[src/rtl/mdu_issue_pkg.sv]
// Shared MDU issue constants: MDUOp encodings, busy-window defaults and
// tracker state codes, plus small op-classification helpers.
package mdu_issue_pkg;

    localparam logic [3:0] MDUOP_NONE  = 4'd0;
    localparam logic [3:0] MDUOP_MULT  = 4'd1;
    localparam logic [3:0] MDUOP_MULTU = 4'd2;
    localparam logic [3:0] MDUOP_DIV   = 4'd3;
    localparam logic [3:0] MDUOP_DIVU  = 4'd4;
    localparam logic [3:0] MDUOP_MFHI  = 4'd5;
    localparam logic [3:0] MDUOP_MFLO  = 4'd6;
    localparam logic [3:0] MDUOP_MTHI  = 4'd7;
    localparam logic [3:0] MDUOP_MTLO  = 4'd8;

    localparam int MUL_BUSY_DEFAULT = 6;
    localparam int DIV_BUSY_DEFAULT = 11;

    localparam logic [1:0] ST_IDLE = 2'd0;
    localparam logic [1:0] ST_MUL  = 2'd1;
    localparam logic [1:0] ST_DIV  = 2'd2;

    function automatic logic is_mul_op(input logic [3:0] op);
        return (op == MDUOP_MULT) || (op == MDUOP_MULTU);
    endfunction

    function automatic logic is_div_op(input logic [3:0] op);
        return (op == MDUOP_DIV) || (op == MDUOP_DIVU);
    endfunction

    // HI/LO moves must not be issued while a mult/div is still in flight.
    function automatic logic is_hilo_move(input logic [3:0] op);
        return (op == MDUOP_MFHI) || (op == MDUOP_MFLO) ||
               (op == MDUOP_MTHI) || (op == MDUOP_MTLO);
    endfunction

endpackage

[src/rtl/mdu_issue_sat_counter.sv]
// Saturating up-counter with synchronous clear and load; holds at all-ones.
module mdu_issue_sat_counter #(
    parameter int WIDTH = 32
) (
    input  logic             clk,
    input  logic             reset,
    input  logic             inc_i,
    input  logic             load_i,
    input  logic [WIDTH-1:0] load_val_i,
    output logic [WIDTH-1:0] count_o
);

    logic [WIDTH-1:0] count_q, count_d;

    always_comb begin
        count_d = count_q;
        if (load_i) begin
            count_d = load_val_i;
        end else if (inc_i && (count_q != '1)) begin
            count_d = count_q + WIDTH'(1);
        end
    end

    always_ff @(posedge clk) begin
        if (reset) begin
            count_q <= '0;
        end else begin
            count_q <= count_d;
        end
    end

    assign count_o = count_q;

endmodule

[src/rtl/mdu_issue.sv]
// E-stage issue/interlock for the multiply-divide unit: drives the MDU, shadows
// its busy window with a down-counter, stalls D and flags protocol violations.
//
// state   | meaning
// IDLE    | no tracked mult/div in flight
// MUL     | mult/multu issued, cnt counting down MUL_BUSY
// DIV     | div/divu issued, cnt counting down DIV_BUSY
module mdu_issue
    import mdu_issue_pkg::*;
#(
    parameter int MUL_BUSY = MUL_BUSY_DEFAULT,
    parameter int DIV_BUSY = DIV_BUSY_DEFAULT
) (
    input  logic        clk,
    input  logic        reset,
    input  logic        d_valid,
    input  logic [3:0]  d_op,
    input  logic        e_valid,
    input  logic [3:0]  e_op,
    input  logic [31:0] e_rs,
    input  logic [31:0] e_rt,
    output logic [31:0] mdu_a,
    output logic [31:0] mdu_b,
    output logic [3:0]  mdu_op,
    output logic        mdu_start,
    input  logic        mdu_busy,
    output logic        stall_md,
    output logic        proto_err,
    output logic [31:0] stall_cycles
);

    localparam int BUSY_MAX = (MUL_BUSY > DIV_BUSY) ? MUL_BUSY : DIV_BUSY;
    localparam int CNT_W    = $clog2(BUSY_MAX + 1);

    logic [CNT_W-1:0] cnt_q, cnt_d;
    logic [1:0]       state_q, state_d;
    logic             proto_err_q, proto_err_d;
    logic             start_mul, start_div, own_busy, move_conflict, busy_mismatch;

    assign mdu_a  = e_rs;
    assign mdu_b  = e_rt;
    assign mdu_op = e_valid ? e_op : MDUOP_NONE;

    assign start_mul = e_valid && is_mul_op(e_op);
    assign start_div = e_valid && is_div_op(e_op);
    assign mdu_start = start_mul || start_div;
    assign own_busy  = (cnt_q != '0);

    assign stall_md = d_valid && (d_op != MDUOP_NONE) && (mdu_start || own_busy || mdu_busy);

    // The MDU drops busy in its Start cycle, so the busy cross-check skips it.
    assign move_conflict = e_valid && is_hilo_move(e_op) && own_busy;
    assign busy_mismatch = !mdu_start && (mdu_busy != own_busy);

    always_comb begin
        cnt_d       = cnt_q;
        state_d     = state_q;
        proto_err_d = proto_err_q | (mdu_start && own_busy) | move_conflict | busy_mismatch;
        if (start_mul) begin
            cnt_d   = CNT_W'(MUL_BUSY);
            state_d = ST_MUL;
        end else if (start_div) begin
            cnt_d   = CNT_W'(DIV_BUSY);
            state_d = ST_DIV;
        end else if (own_busy) begin
            cnt_d = cnt_q - CNT_W'(1);
            if (cnt_q == CNT_W'(1)) begin
                state_d = ST_IDLE;
            end
        end
    end

    always_ff @(posedge clk) begin
        if (reset) begin
            cnt_q       <= '0;
            state_q     <= ST_IDLE;
            proto_err_q <= 1'b0;
        end else begin
            cnt_q       <= cnt_d;
            state_q     <= state_d;
            proto_err_q <= proto_err_d;
        end
    end

    assign proto_err = proto_err_q;

    mdu_issue_sat_counter #(
        .WIDTH(32)
    ) u_stall_cnt (
        .clk        (clk),
        .reset      (reset),
        .inc_i      (stall_md),
        .load_i     (1'b0),
        .load_val_i (32'h0),
        .count_o    (stall_cycles)
    );

endmodule

[config.mk]
export PLATFORM = sky130hd
export DESIGN_NAME = mdu_issue
export DESIGN_NICKNAME = d
export VERILOG_FILES = /design/src/rtl/mdu_issue_pkg.sv /design/src/rtl/mdu_issue_sat_counter.sv /design/src/rtl/mdu_issue.sv
export SDC_FILE = /design/constraint.sdc
export NUM_CORES = 1
export LEC_CHECK = 0
export BUFFER_PORTS_ARGS = -buffer_cell sky130_fd_sc_hd__buf_2
export CAP_MARGIN = 20
export CORE_MARGIN = 10
export CORE_UTILIZATION = 35
export CTS_CLUSTER_SIZE = 10
export DETAILED_ROUTE_END_ITERATION = 6
export GPL_ROUTABILITY_DRIVEN = 0
export GPL_TIMING_DRIVEN = 0
export PLACE_DENSITY = 0.82
export SETUP_SLACK_MARGIN = 0.5
export SLEW_MARGIN = 40
export SYNTH_ARGS = -nofsm -noshare
export SYNTH_HDL_FRONTEND = slang
export SYNTH_SLANG_ARGS = --single-unit
export TNS_END_PERCENT = 50
[constraint.sdc]
create_clock -name clk -period 2.85 [get_ports clk]
set_clock_uncertainty 0.1 [all_clocks]
set_input_delay 0.57 -clock clk [delete_from_list [all_inputs] [get_ports clk]]
set_output_delay 0.57 -clock clk [all_outputs]
set_load 0.01 [all_outputs]
==> impl_metrics.py <==
metrics = {
    "outcome": {
        "run_status": "finished clean",
    },
    "timing": {
        "period_minus_slack_ps": 2230,
        "slew_headroom": 0.595,
        "tns_ps": 0,
        "worstMarginPinSlew_ps": 601,
        "timing.final.crit_share": 0.781,
        "setup_viol": 0,
        "rsz0062_at_grt": "no",
        "fmax_ghz": 0.449,
        "hold_viol_final": 0,
        "slew_viol_final": 0,
        "holdWs_ps": 351,
    },
    "grt": {
        "use_met3": 0.0627,
        "busiest_layer": "met2",
        "gr-total-overflow": 0,
        "met2_usage": 0.235,
        "grt_pass1_wl_mm": 13.0,
        "grt_use_total": 0.138,
        "grt_max_degree": 11,
        "use_met1": 0.153,
        "first_global_vias": 2618,
        "antenna_found_initial": 0,
    },
    "critical_path": {
        "critical_path.cell_chain": "buf_2 > nand2b_1 > o31a_1 > or4_4 > or3_1 > a21oi_1",
        "critPathKind": "primary input to flip-flop",
        "required_ps": 2970,
        "endpoint_kind": "flip-flop",
        "start_kind": "primary input",
        "crit_path_max_incr_delay_ps": 560,
        "worstPathMaxFanout": 5,
        "cp_slowest_cell": "or4_4",
        "worstPathArrival_ps": 2340,
        "reg2regPathDepth": 6,
    },
    "synth": {
        "yosysSeqAreaShare": 0.290,
        "avgSynthCellArea_um2": 7.94,
        "syn_area_um2": 2560,
        "synth_seq_cells": 37,
        "ys.flop_type": "dfxtp_1",
        "synth_edf_count": 0,
        "syn-num-nets": 402,
        "yosysWarningCount": 0,
        "synth_cells": 322,
        "ys_types": 43,
        "postSynth.asyncResetShare": 0,
    },
    "cells_and_area": {
        "fin_cells": 550,
        "syn_to_final_growth_pct": 35.9,
        "final_net_count": 530,
        "final_common_cell": "buf_2",
        "drive_above_1_share": 0.492,
        "diodes": 0,
        "final_area_um2": 3470,
        "n_fill_cell": 710,
        "final_cell_mix": "buf_2, buf_4, a21oi_1, dfxtp_1, o21ai_0",
    },
    "floorplanning": {
        "core_area_um2": 7180,
        "fp.dieW_um": 105,
        "die_h_um": 105,
        "start_util": 0.356,
        "ios": 180,
        "num_rows": 31,
        "dieArea_um2": 11100,
    },
    "placement": {
        "dpl.hpwl_mm": 6.97,
        "dp_cells": 536,
        "dpl_cell_area_um2": 3260,
        "io_buffers": 115,
    },
    "pwr": {
        "vdd_ir_drop_max_uv": 236,
        "p_per_area_nw_per_um2": 434,
        "p_leak_uw": 0.00157,
    },
    "clock_network": {
        "cts_hold_buf": 0,
        "tritoncts": "yes",
        "clk_path_buf_depth": 2,
        "cts_max_level": 2,
        "clk_pin_slew_worst_paths_ps": 70,
        "clock_sinks": 37,
        "worstSkewPairLatency_ps": 290,
        "cts_buffers": 5,
        "cts_root_buffer": "clkbuf_8",
    },
    "detailed_routing": {
        "antenna_left": 0,
        "drcViolationCount": 0,
        "vias_per_cell": 5.02,
        "num_vias": 2763,
        "drt_first_pass_iters": 4,
        "wirelength_mm": 8.62,
        "avgRoutedWirePerCell_um": 15.7,
        "drtIter0Drc": 141,
    },
    "min_path": {
        "hp-class": "flip-flop to flip-flop",
        "hold_depth": 2,
    },
    "job": {
        "drv_cap": 0,
    },
}
worst max-delay path: cells and delay by family:
| family | cells | cell delay [ps] |
|---|---|---|
| AOI/OAI and AO/OA | 2 | 510 |
| buffers and inverters | 1 | 120 |
| and+or+nand+nor | 3 | 1130 |
per-layer routing:
layer | wire (um) | vias to the layer above
met4 | 70 | 0
li1 | - | 1361
met3 | 899 | 11
met1 | 3460 | 1257
met5 | 0 | -
met2 | 4190 | 134
Yosys cell counts, types with 2 or more instances:
cell type / instances / area [um^2]
nand4_1: 11 / 68.8
nand2_1: 16 / 60.1
and4_1: 8 / 70.1
dfxtp_1: 37 / 741
o31ai_1: 7 / 52.6
o21ai_0: 21 / 105
clkbuf_1: 5 / 18.8
xor2_1: 2 / 17.5
inv_1: 11 / 41.3
a311oi_1: 2 / 17.5
o311ai_2: 2 / 32.5
nor2b_1: 2 / 12.5
mux2_2: 2 / 22.5
or3_1: 19 / 119
or4_1: 8 / 60.1
nor3_1: 10 / 50.1
and3_1: 4 / 25.0
buf_4: 64 / 480
a21oi_1: 33 / 165
and2_1: 6 / 37.5
nand3_1: 9 / 45.0
or2_2: 3 / 18.8
ha_1: 3 / 37.5
nor4_1: 2 / 12.5
buf_2: 2 / 10.0
mux2i_1: 3 / 30.0
nor2_1: 14 / 52.6
flip-flops by register name (all words and copies together) (netlist names):
name                 flops
cnt_q                    4
proto_err                1
u_stall_cnt.count_o     32
through the flow:
step                      power (uW)   util  setup slack, ps
final                           1510  0.484              623
after CTS                       1470  0.469              431
after global routing            1610  0.484              502
after detailed placement        1100  0.455              196
after floorplan                  951      -              590
after global placement          1080  0.454              124
report_power, final:
part | total [uW] | switching [uW] | internal [uW]
clock network | 361 | 187 | 174
logic | 539 | 273 | 266
registers | 610 | 50.5 | 559
total | 1510 | 510 | 999
worst paths after layout:
check	from	end	slack, ps
setup / recovery	e_op[3]	u_stall_cnt.count_o[20]	620
hold / removal	proto_err	proto_err	350
setup reg to reg	u_stall_cnt.count_o[8]	u_stall_cnt.count_o[20]	630
hold reg to reg	proto_err	proto_err	350
layout make-up:
class | count | area [um^2] | area share
multi-input combinational | 203 | 1340 | 0.387
sequential | 37 | 749 | 0.216
timing repair buffer | 121 | 621 | 0.179
buffer | 71 | 515 | 0.148
tap | 99 | 124 | 0.0357
clock buffer | 8 | 80.1 | 0.0230
inverter | 11 | 41.3 | 0.0119
what timing repair did:
action	in CTS	in global routing
buffers inserted	0	6
setup endpoints to repair	23	29
cloned	0	0
resized for setup	5	19
pin swaps	0	5
hold endpoints to repair	0	0
cells by family (layout without fill, tap and decap cells):
| family | Yosys count | in the layout | synth area share |
|---|---|---|---|
| simple gates | 119 | 119 | 0.273 |
| buf+inv | 82 | 211 | 0.215 |
| mux | 5 | 5 | 0.0205 |
| xor+xnor | 3 | 3 | 0.0103 |
| fa+ha+maj | 3 | 3 | 0.0147 |
| compound gates | 73 | 73 | 0.177 |
| flops | 37 | 37 | 0.290 |
(Power assumes the default switching activity.)
